==> config.mk <==
export PLATFORM = sky130hd
export DESIGN_NAME = mem_ctrl
export DESIGN_NICKNAME = d
export VERILOG_FILES = /design/src/rtl/mem_ctrl_pkg.sv /design/src/rtl/rr_arb2.sv /design/src/rtl/mem_ctrl.sv
export SDC_FILE = /design/constraint.sdc
export NUM_CORES = 1
export LEC_CHECK = 0
export CORE_ASPECT_RATIO = 1.4
export CORE_MARGIN = 2
export CORE_UTILIZATION = 30
export CTS_CLUSTER_SIZE = 16
export DETAILED_ROUTE_END_ITERATION = 10
export PLACE_DENSITY_LB_ADDON = 0.1
export RECOVER_POWER = 100
export SYNTH_ARGS = -nofsm -noshare
export SYNTH_HDL_FRONTEND = slang
export SYNTH_SLANG_ARGS = --single-unit
==> constraint.sdc <==
create_clock -name clk -period 2.31 [get_ports clk]
set_input_delay 0.231 -clock clk [delete_from_list [all_inputs] [get_ports clk]]
set_output_delay 0.231 -clock clk [all_outputs]
set_load 0.02 [all_outputs]
==> src/rtl/mem_ctrl_pkg.sv <==
// Shared types and constants for the byte-serial memory controller.
// Holds state encoding, access-length codes and bus widths.
package mem_ctrl_pkg;

    localparam int unsigned ADDR_W = 32;
    localparam int unsigned WORD_W = 32;
    localparam int unsigned BYTE_W = 8;

    localparam logic [1:0] LEN_BYTE = 2'd0;
    localparam logic [1:0] LEN_HALF = 2'd1;
    localparam logic [1:0] LEN_WORD = 2'd2;

    typedef enum logic [1:0] {
        StIdle,
        StIfRd,
        StLsRd,
        StLsWr
    } state_e;

    typedef enum logic {
        GntIf = 1'b0,
        GntLs = 1'b1
    } gnt_e;

    // Codes 2 and 3 both mean a full word.
    function automatic logic [2:0] len_bytes(input logic [1:0] code);
        logic [2:0] n;
        case (code)
            LEN_BYTE: n = 3'd1;
            LEN_HALF: n = 3'd2;
            default:  n = 3'd4;
        endcase
        return n;
    endfunction

endpackage

==> src/rtl/rr_arb2.sv <==
// Two-way round-robin arbiter; a tie goes to the requester not granted last.
// Grants are combinational and only issued while enabled.
module rr_arb2
    import mem_ctrl_pkg::*;
(
    input  logic clk,
    input  logic rst,
    input  logic en,
    input  logic req_if,
    input  logic req_ls,
    output logic gnt_if,
    output logic gnt_ls
);

    gnt_e last_q;

    always_comb begin
        gnt_if = 1'b0;
        gnt_ls = 1'b0;
        if (en) begin
            if (req_if && req_ls) begin
                if (last_q == GntIf) begin
                    gnt_ls = 1'b1;
                end else begin
                    gnt_if = 1'b1;
                end
            end else begin
                gnt_if = req_if;
                gnt_ls = req_ls;
            end
        end
    end

    always_ff @(posedge clk or negedge rst) begin
        if (!rst) begin
            last_q <= GntIf;
        end else if (gnt_if) begin
            last_q <= GntIf;
        end else if (gnt_ls) begin
            last_q <= GntLs;
        end
    end

endmodule

==> src/rtl/mem_ctrl.sv <==
// Arbitrates instruction-fetch and load/store requests onto a byte-wide RAM,
// serialising each 1/2/4-byte access one byte per cycle, little-endian.
module mem_ctrl
    import mem_ctrl_pkg::*;
(
    input  logic              clk,
    input  logic              rst,
    input  logic              ifReq,
    input  logic [ADDR_W-1:0] ifAddr,
    input  logic              ifClr,
    output logic              ifDone,
    output logic [WORD_W-1:0] ifData,
    input  logic              lsReq,
    input  logic              lsWrite,
    input  logic [1:0]        lsLen,
    input  logic [ADDR_W-1:0] lsAddr,
    input  logic [WORD_W-1:0] lsWdata,
    output logic              lsDone,
    output logic [WORD_W-1:0] lsRdata,
    output logic [ADDR_W-1:0] ramAddr,
    output logic              ramWr,
    output logic [BYTE_W-1:0] ramDout,
    input  logic [BYTE_W-1:0] ramDin
);

    state_e            state_q, state_d;
    logic [ADDR_W-1:0] ram_addr_q, ram_addr_d;
    logic              ram_wr_q, ram_wr_d;
    logic [BYTE_W-1:0] ram_dout_q, ram_dout_d;
    logic [2:0]        len_q, len_d;
    logic [1:0]        cnt_q, cnt_d;
    logic [WORD_W-1:0] wdata_q, wdata_d;
    logic [WORD_W-1:0] rd_buf_q, rd_buf_d;
    logic              if_done_q, if_done_d;
    logic              ls_done_q, ls_done_d;
    logic [WORD_W-1:0] if_data_q, if_data_d;
    logic [WORD_W-1:0] ls_rdata_q, ls_rdata_d;

    logic       gnt_if, gnt_ls;
    logic       last_byte;
    logic [1:0] cnt_inc;

    // A requester whose done pulse is showing must not be re-granted on its held request.
    rr_arb2 u_arb (
        .clk    (clk),
        .rst    (rst),
        .en     (state_q == StIdle),
        .req_if (ifReq & ~ifClr & ~if_done_q),
        .req_ls (lsReq & ~ls_done_q),
        .gnt_if (gnt_if),
        .gnt_ls (gnt_ls)
    );

    assign last_byte = ({1'b0, cnt_q} == (len_q - 3'd1));
    assign cnt_inc   = cnt_q + 2'd1;

    always_comb begin
        state_d    = state_q;
        ram_addr_d = ram_addr_q;
        ram_wr_d   = 1'b0;
        ram_dout_d = '0;
        len_d      = len_q;
        cnt_d      = cnt_q;
        wdata_d    = wdata_q;
        rd_buf_d   = rd_buf_q;
        if_done_d  = 1'b0;
        ls_done_d  = 1'b0;
        if_data_d  = if_data_q;
        ls_rdata_d = ls_rdata_q;

        unique case (state_q)
            StIdle: begin
                if (gnt_ls) begin
                    ram_addr_d = lsAddr;
                    len_d      = len_bytes(lsLen);
                    wdata_d    = lsWdata;
                    cnt_d      = '0;
                    rd_buf_d   = '0;
                    if (lsWrite) begin
                        state_d    = StLsWr;
                        ram_wr_d   = 1'b1;
                        ram_dout_d = lsWdata[BYTE_W-1:0];
                    end else begin
                        state_d = StLsRd;
                    end
                end else if (gnt_if) begin
                    ram_addr_d = ifAddr;
                    len_d      = 3'd4;
                    cnt_d      = '0;
                    rd_buf_d   = '0;
                    state_d    = StIfRd;
                end
            end

            StIfRd, StLsRd: begin
                if (state_q == StIfRd && ifClr) begin
                    state_d = StIdle;
                end else begin
                    rd_buf_d[{cnt_q, 3'b000} +: BYTE_W] = ramDin;
                    if (last_byte) begin
                        state_d = StIdle;
                        if (state_q == StIfRd) begin
                            if_done_d = 1'b1;
                            if_data_d = rd_buf_d;
                        end else begin
                            ls_done_d  = 1'b1;
                            ls_rdata_d = rd_buf_d;
                        end
                    end else begin
                        ram_addr_d = ram_addr_q + 1'b1;
                        cnt_d      = cnt_inc;
                    end
                end
            end

            StLsWr: begin
                if (last_byte) begin
                    state_d   = StIdle;
                    ls_done_d = 1'b1;
                end else begin
                    ram_wr_d   = 1'b1;
                    ram_addr_d = ram_addr_q + 1'b1;
                    ram_dout_d = wdata_q[{cnt_inc, 3'b000} +: BYTE_W];
                    cnt_d      = cnt_inc;
                end
            end

            default: state_d = StIdle;
        endcase
    end

    always_ff @(posedge clk or negedge rst) begin
        if (!rst) begin
            state_q    <= StIdle;
            ram_addr_q <= '0;
            ram_wr_q   <= 1'b0;
            ram_dout_q <= '0;
            len_q      <= '0;
            cnt_q      <= '0;
            wdata_q    <= '0;
            rd_buf_q   <= '0;
            if_done_q  <= 1'b0;
            ls_done_q  <= 1'b0;
            if_data_q  <= '0;
            ls_rdata_q <= '0;
        end else begin
            state_q    <= state_d;
            ram_addr_q <= ram_addr_d;
            ram_wr_q   <= ram_wr_d;
            ram_dout_q <= ram_dout_d;
            len_q      <= len_d;
            cnt_q      <= cnt_d;
            wdata_q    <= wdata_d;
            rd_buf_q   <= rd_buf_d;
            if_done_q  <= if_done_d;
            ls_done_q  <= ls_done_d;
            if_data_q  <= if_data_d;
            ls_rdata_q <= ls_rdata_d;
        end
    end

    assign ramAddr = ram_addr_q;
    assign ramWr   = ram_wr_q;
    assign ramDout = ram_dout_q;
    assign ifDone  = if_done_q;
    assign ifData  = if_data_q;
    assign lsDone  = ls_done_q;
    assign lsRdata = ls_rdata_q;

endmodule
==> Word-level counts from Yosys, hierarchy flattened <==
Index checks and enable logic that the tools add are counted.
{ "word_totals": {"word_cells": 97, "ff_bits": 179, "out_inout_bits": 107, "inputBits": 112} }
{ "classes": {"n_addsub": 4, "mux": 49, "shift": 3, "reduce_logical": 13, "eq_ne": 7, "bitwise_logic": 8} }
{ "op_table": {"columns": ["cell", "count"], "rows": [
  ["two-way mux 32 bit", 7],
  ["one-hot mux 32 bit (3 select lines)", 1],
  ["one-hot mux 32 bit (2 select lines)", 1],
  ["adder 32 x 1 -> 32 bit, second input constant", 1],
  ["bitwise mux 32 bit", 1],
  ["variable shift 8 x 7 -> 32 bit, first input constant", 1],
  ["variable part select 32 x 6 -> 8 bit", 1],
  ["variable part select 8 x 7 -> 32 bit", 1],
  ["two-way mux 8 bit", 3],
  ["two-way mux 1 bit", 20],
  ["two-way mux 2 bit", 8],
  ["one-hot mux 8 bit (2 select lines)", 1],
  ["one-hot mux 2 bit (3 select lines)", 2],
  ["AND reduction 4 bit", 2],
  ["negation 5 -> 7 bit", 1],
  ["two-way mux 3 bit", 2],
  ["one-hot mux 3 bit (2 select lines)", 1],
  ["AND reduction 2 bit", 3],
  ["inverter 1 bit", 5],
  ["equality test 2 x 1 -> 1 bit, second input constant", 2],
  ["equality test 2 bit, second input constant", 2],
  ["logical NOT 2 bit", 2],
  ["one-hot mux 1 bit (2 select lines)", 2],
  ["nonzero test 2 bit", 2],
  ["other kinds (9)", 12]
]} }

==> Longest topological paths before layout <==
Gate-level depths: netlist of the first run.
{ "logic_depth": {"word_depth": 9, "depth_mapped": 10, "mapped_depth_nobuf": 7} }

==> By module <==
A second synthesis of the first run with hierarchy kept.
{ "unflattened": {"cells_unflattened": 852, "area_unflattened_um2": 8783.4} }
{ "by_module_without_submodules": {"columns": ["mod", "cells_per_inst", "instances", "area_per_inst_um2", "seq_area_each_um2"], "rows": [
  ["mem_ctrl", 844, 1, 8722.1, 4454.3],
  ["rr_arb2", 8, 1, 61.3, 25.0]
]} }

==> Worst setup path before layout of the first run <==
OpenSTA, ideal clock, no wires.
{ "synth_path": {"path_type": "reg-to-reg", "start": "reg ram_addr_q[0], in the netlist ramAddr[0]", "end": "reg ram_addr_q[28], in the netlist ramAddr[28]", "period_less_slack_ns": 2.202, "setup_time_ns": 0.126, "stages_incl_launch_ff": 7, "arrival_time_ns": 2.076, "setup_slack_ns": 0.108, "path_buffers": 0, "t_required_ns": 2.184, "path_cell_list": "dfrtp_1 > ha_1 > nand3_2 > or4_1 > nor4_1 > a31oi_1 > o311a_1"} }
{ "synth_via": {"elab_chain_len": 4} }
{ "synth_rtl": {"columns": ["element", "line_no", "text"], "rows": [
  ["start, declared", "mem_ctrl.sv:27", "logic [ADDR_W-1:0] ram_addr_q, ram_addr_d;"],
  ["start signal, assigned", "mem_ctrl.sv:148", "ram_addr_q <= ram_addr_d;"],
  ["adder 32 x 1 -> 32 bit *", "mem_ctrl.sv:110, mem_ctrl.sv:122", null],
  ["two-way mux 32 bit *", "mem_ctrl.sv:100, mem_ctrl.sv:117", null],
  ["two-way mux 32 bit", "mem_ctrl.sv:96", "if (state_q == StIfRd && ifClr) begin"],
  ["one-hot mux 32 bit (3 select lines) *", "mem_ctrl.sv:71", "unique case (state_q)"]
]} }
Mark *: on every way between the ends. The rest lies on a longest branch, timed or not. The select of a mux whose other input is x is not followed.
A chain may end at the register's enable or synchronous reset.

==> Final worst setup path of the first run <==
{ "layout_path": {"start": "reg state_q[1]", "end": "reg ram_addr_q[8], in the netlist ramAddr[8]"} }
{ "layout_via": {"elab_chain_len": 4, "word_cells_on_any_way": 13, "classes_between": "eq/ne: 5; mux: 4; reduce/logical: 4"} }
{ "layout_rtl": {"columns": ["element", "line_no", "text"], "rows": [
  ["start, declared", "mem_ctrl.sv:26", "state_e state_q, state_d;"],
  ["start signal, assigned", "mem_ctrl.sv:134", "state_q <= StIdle;"],
  ["start signal, assigned", "mem_ctrl.sv:147", "state_q <= state_d;"],
  ["logical NOT 2 bit, or another cell as far along", "mem_ctrl.sv:47, mem_ctrl.sv:71", null],
  ["two-way mux 1 bit, or another cell as far along", "rr_arb2.sv:20", "if (en) begin"],
  ["two-way mux 32 bit, or another cell as far along", "mem_ctrl.sv:73", "if (gnt_ls) begin"],
  ["one-hot mux 32 bit (3 select lines) / AND reduction 2 bit (equally long branches)", null, null]
]} }
Parallel ways exist; a longest one is shown, timed or not.

==> out/metrics.csv, run 1 <==
metric;value;unit
clk buf depth;2;
cell area after layout;0.0123;mm^2
Worst slew margin;0.219;
cells after synthesis;906;
Slew @ Worst Pin;1170;ps
number of global-route vias before repair;7836;
Synth Register Bits;179;
Starting Density;0.306;
CP peak stage delay;400;ps
largest family of logic cells by synthesized area;simple AND/OR/NAND/NOR gates;
cell taking the most area after synthesis;dfrtp_1;
Crit-path slowest cell;or4bb_1;
R2R depth;9;
first-pass GRT wire length;42600;um
detailed-route via count;7664;
die width;148;um
cell at the root of the clock tree;clkbuf_16;
share of cells above drive strength 1;0.111;
synth unique cells;66;
Max-cap violations;0;
TritonCTS clock tree;yes;
initial antenna violation count;0;
Die Area;0.0305;mm^2
cell repeated most along the worst path;inv_1;
Power Total;15.8;mW
post-synthesis compound-gate area fraction;0.172;
Antenna Violating Nets Remaining;0;
ant diodes;0;
leading cell type by number of instances after synthesis;nand2_1;
HP Class;primary input to flop;
switch share;0.417;
via density per instance;4.96;
Post-Synth XOR/XNOR Area;0.00301;
crit path cell chain;inv_1 > ha_1 > inv_1 > buf_4 > o31a_1 > clkbuf_4 > or4bb_1 > a21oi_1 > a221o_1;
CP max FO;9;
WS Path Type;flop to flop;
PwrDens;1280;mW/mm^2
synthesized area;0.00872;mm^2
asr flop ratio synth;1.00;
placed cell areas;0.0118;mm^2
status;finished, final reports clean;
Yosys warnings;0;
Synth Area in Simple Gates;0.211;
Worst setup SP type;flop;
Nets;1280;
worst hold path depth;3;
H-tree Lvls;4;
reg-to-reg critical path startpoint;state_q[1];
internal power;9.20;mW
CP arrival;2550;ps
Req. time, crit path;2680;ps
most frequent cells after synthesis;207 x nand2_1, 179 x dfrtp_1, 55 x o21ai_0;
Synth Area in Adders;0.0158;
post-synthesis sequential area ratio;0.514;
Area Growth Syn to Fin;41.5;%
Final Wtd Congestion;0.829;
IO Pins;219;
core area;0.0285;mm^2
Clk network pwr share;0.186;
aggregate global-route resource usage;0.179;
FP Rows;73;
setup violators final;0;
CTS buffer count;17;
Port Buffer Count;218;
VDD IR max;609;uV
Iter 0 DRT Violations;387;
Final min period;2170;ps
DRC;0;
sequential share of power;0.318;
Static Leakage;5.53;nW
Area contributors post-synth;dfrtp_1 51%, nand2_1 8.9%, a22o_1 3.5%, o21ai_0 3.2%, a21oi_1 3.1%;
Min-Delay Endpoint;wdata_q[30];
Post-synth EDFFs;0;
largest net degree at the start of global routing;68;
Peak Freq;460;MHz
Post-CTS Setup Inserts;0;
post-synthesis mux area share;0.0497;
Clk Latency, worst-skew pair;430;ps
clk sinks;179;
reg2reg end;ramAddr[8];
clock transition at the registers of the reported paths;70;ps
switching power;6.59;mW
main flop type after synthesis;dfrtp_1;
post-synth top area share;0.514;
First-pass DRT Iterations;4;
Hold Fails Final Rpt;0;
Reg2Reg Setup Slack;140;ps
Mapped Nets;1029;
DP Wirelength;19400;um
pre-CTS setup slack;-170;ps
hold_sp;lsWdata[30];
final wirelength;26800;um
Final Worst Setup Slack;135;ps
power share of the combinational group;0.496;
grt total ovfl;0;
final worst clock skew;8.90;ps
Min Hold Slack;323;ps
fin. max-slew vios;0;
CP Capture Type;flop;
die height;206;um
RSZ-0062 raised after global routing;false;
Avg Cell Area, Syn;9.62;um^2
wire per inst;17.4;um
Final Cycle Share;0.941;
state kept, by name, indices dropped and copies added, names as in the netlist, 3 cells and up:
register / cells
ifData: 32
lsRdata: 32
ramAddr: 32
rd_buf_q: 32
wdata_q: 32
ramDout: 8
len_q: 3
through the flow:
step | instances | TNS [ps] | util
2_1_floorplan | 906 | 0 | -
3_3_place_gp | 1512 | -733 | 0.414
4_1_cts | 1544 | 0 | 0.436
6_report | 1544 | 0 | 0.433
5_1_grt | 1544 | 0 | 0.433
3_5_place_dp | 1512 | -3260 | 0.414
worst max-delay path: cells and delay by family, from the launching register on:
family                   cells  cell delay (ps)
buffers and inverters        4              670
AO/OA/AOI/OAI                3              470
AND/OR/NAND/NOR              1              400
flip-flops                   1              370
adder cells (fa/ha/maj)      1              210
repair_timing:
| item | in CTS | in global routing |
|---|---|---|
| cloned | 0 | 0 |
| pin swaps | 0 | 1 |
| hold endpoints to repair | 45 | 0 |
| resized for setup | 2 | 4 |
| endpoints found under the setup margin | 33 | 11 |
| hold buffers | 1 | 0 |
kinds of logic after synthesis:
| family | count (synthesis) |
|---|---|
| xor+xnor | 3 |
| simple gates | 377 |
| flops | 179 |
| buf+inv | 76 |
| compound gates | 228 |
| fa+ha+maj | 11 |
| mux | 32 |
final cells by class:
cell class / instances / area [um^2]
fill: 2921 / 16200
sequential: 179 / 4480
multi-input combinational: 651 / 3970
timing repair buffer: 291 / 2770
tap: 375 / 469
clock buffer: 20 / 457
clock inverter: 11 / 128
inverter: 17 / 63.8
layer usage:
| metal | global-route usage | share of wire |
|---|---|---|
| met1 | 0.218 | 0.42 |
| met2 | 0.318 | 0.52 |
| met3 | 0.0330 | 0.038 |
| met4 | 0.0578 | 0.019 |
| met5 | 0 | 0 |
placed cells by master (no fill, tap or decap), drive strengths merged, types with 10 or more instances in the layout:
cell type,n
nor2,27
clkbuf,27
nor2b,39
inv,20
nand4,14
o21ai,80
a21oi,54
nor4,17
a22o,35
buf,66
clkdlybuf4s50,110
dlygate4sd3,108
mux2i,14
mux2,10
nand3,30
nand2,208
a32oi,10
nor3,12
ha,11
dfrtp,179
worst max path at each step:
| stage | startpoint | end | cells past startpoint |
|---|---|---|---|
| 2_1_floorplan | ramAddr[0] | ramAddr[28] | 6 |
| 3_3_place_gp | ifClr | ramAddr[1] | 9 |
| 3_5_place_dp | ifClr | ramAddr[1] | 9 |
| 4_1_cts | state_q[1] | ramAddr[14] | 8 |
| 5_1_grt | len_q[0] | lsRdata[15] | 9 |
| 6_report | state_q[1] | ramAddr[8] | 9 |
power by group through the flow:
stage	Combinational, mW	Clock [mW]	Sequential, mW
finish	7.84	2.93	5.02
global route	8.63	3.15	5.18
CTS	8.36	3.02	5.07
detailed placement	8.31	0	5.11
global placement	8.24	0	5.10
floorplan	3.83	0	5.80
Power figures use the tool's default switching activity.
==> run 2: changes to the inputs <==
clock period = 1.85 ns   (was 2.31 ns; I/O delays follow)
==> out/metrics.csv, run 2 (synthesis gave the netlist of run 1 again) <==
metric;value;unit
status;complete, but fails checks;
failing checks;setup timing;
Crit-path slowest cell;or4_4;
IO Pins;219;
ant diodes;0;
Peak Freq;480;MHz
worst hold path depth;3;
Min-Delay Endpoint;wdata_q[11];
cell area after layout;0.0148;mm^2
Worst slew margin;0.279;
cell at the root of the clock tree;clkbuf_16;
RSZ-0062 raised after global routing;true;
Max-cap violations;0;
aggregate global-route resource usage;0.221;
Worst setup SP type;flop;
Crit. Startpoint;len_q[0];
final core occ;0.520;
DRC;0;
number of global-route vias before repair;8938;
R2R depth;7;
Nets;1413;
Antenna Violating Nets Remaining;0;
clock transition at the registers of the reported paths;70;ps
Area Growth Syn to Fin;69.8;%
FP Rows;73;
via density per instance;5.10;
Static Leakage;6.59;nW
detailed-route via count;8556;
Req. time, crit path;2180;ps
Final min period;2090;ps
First-pass DRT Iterations;5;
CTS buffer count;17;
clk buf depth;2;
clk sinks;179;
grt total ovfl;0;
largest net degree at the start of global routing;47;
crit path cell chain;inv_2 > ha_4 > xnor2_4 > or4_4 > buf_12 > and2_4 > mux2_2;
Final Worst Setup Slack;-235;ps
VDD IR max;871;uV
PwrDens;1690;mW/mm^2
CP peak stage delay;480;ps
H-tree Lvls;4;
TritonCTS clock tree;yes;
reg-to-reg critical path startpoint;len_q[0];
HP Class;primary input to flop;
Iter 0 DRT Violations;334;
reg2reg end;ramAddr[1];
core area;0.0285;mm^2
CP arrival;2410;ps
CP max FO;6;
final wirelength;34100;um
Starting Density;0.306;
Reg2Reg Setup Slack;-240;ps
setup violators final;140;
die width;148;um
final worst clock skew;13.8;ps
initial antenna violation count;0;
WS Path Type;flop to flop;
placed cell areas;0.0127;mm^2
wire per inst;20.3;um
Final Wtd Congestion;0.815;
Port Buffer Count;218;
Clk Latency, worst-skew pair;450;ps
Hold Fails Final Rpt;0;
hold_sp;lsWdata[11];
first-pass GRT wire length;51200;um
die height;206;um
share of cells above drive strength 1;0.345;
pre-CTS setup slack;-418;ps
CP Capture Type;flop;
Die Area;0.0305;mm^2
Final Cycle Share;1.13;
most common cell after layout, fill and taps aside;dfrtp_1;
DP Wirelength;21700;um
fin. max-slew vios;0;
commonest non-fill, non-tap cells in the layout;161 x dfrtp_1, 152 x nand2_1, 137 x clkdlybuf4s50_1;
Slew @ Worst Pin;1080;ps
[run 2: cell types whose count changed in the layout (fill, tap and decap cells not counted), moves of 18 or more]
cell | previous run | this run
nand2_2 | 1 | 43
dfrtp_1 | 179 | 161
o21ai_1 | 19 | 43
dlygate4sd3_1 | 108 | 77
o21ai_2 | 0 | 30
o21ai_0 | 61 | 3
buf_6 | 5 | 30
clkdlybuf4s50_1 | 110 | 137
dfrtp_2 | 0 | 18
buf_4 | 56 | 116
nand2_1 | 207 | 152
[run 2: power breakdown]
part / internal, mW / switching [mW]
combinational: 7.27 / 7.82
clock: 2.03 / 1.63
sequential: 5.32 / 0.997
[run 2: layout make-up]
type	instances	area (um^2)
repair buffers	420	4240
fillers	2697	13700
multi-input cells	655	4950
clock inverters	11	129
clock buffers	20	447
flip-flops and latches	179	4500
well taps	375	469
inverters	17	71.3
[run 2: critical path: cells and delay by family (launching register included)]
family                   cells  cell delay [ps]
adder cells (fa/ha/maj)      1              220
multiplexers                 1              280
AND/OR/NAND/NOR              2              690
XOR/XNOR                     1              140
buffers and inverters        2              260
flip-flops                   1              390
[run 2: repair_timing]
action                                  CTS  global route
resized for setup                       123           151
pin swaps                                45            49
gates cloned                             12             6
hold endpoints to repair                 35             0
setup buffers                            29            17
endpoints found under the setup margin  146           177
hold buffers                              1             0
[run 2: routing by layer]
metal	global-route usage	wire, um	share of wire
met1	0.261	13200	0.39
met2	0.406	18600	0.54
met3	0.0379	1550	0.046
met4	0.0714	764	0.022
met5	0	0	0
[run 2: worst max path at each step]
stage	endpoint	slack, ps
finish	ramAddr[1]	-240
global route	ramAddr[6]	-300
CTS	ramAddr[8]	-260
detailed placement	ramAddr[14]	-420
global placement	ramAddr[14]	-420
floorplan	ramAddr[25]	-140
[run 2: stage by stage]
| step | total power [mW] | setup TNS (ps) | hold slack, ps | std cells |
|---|---|---|---|---|
| after floorplan | 12.9 | -2810 | -111 | 906 |
| after global placement | 18.3 | -39490 | 138 | 1589 |
| after detailed placement | 18.4 | -40420 | 140 | 1589 |
| after CTS | 24.3 | -20790 | 242 | 1662 |
| after global routing | 26.6 | -30750 | 290 | 1677 |
| final | 25.1 | -19090 | 275 | 1677 |
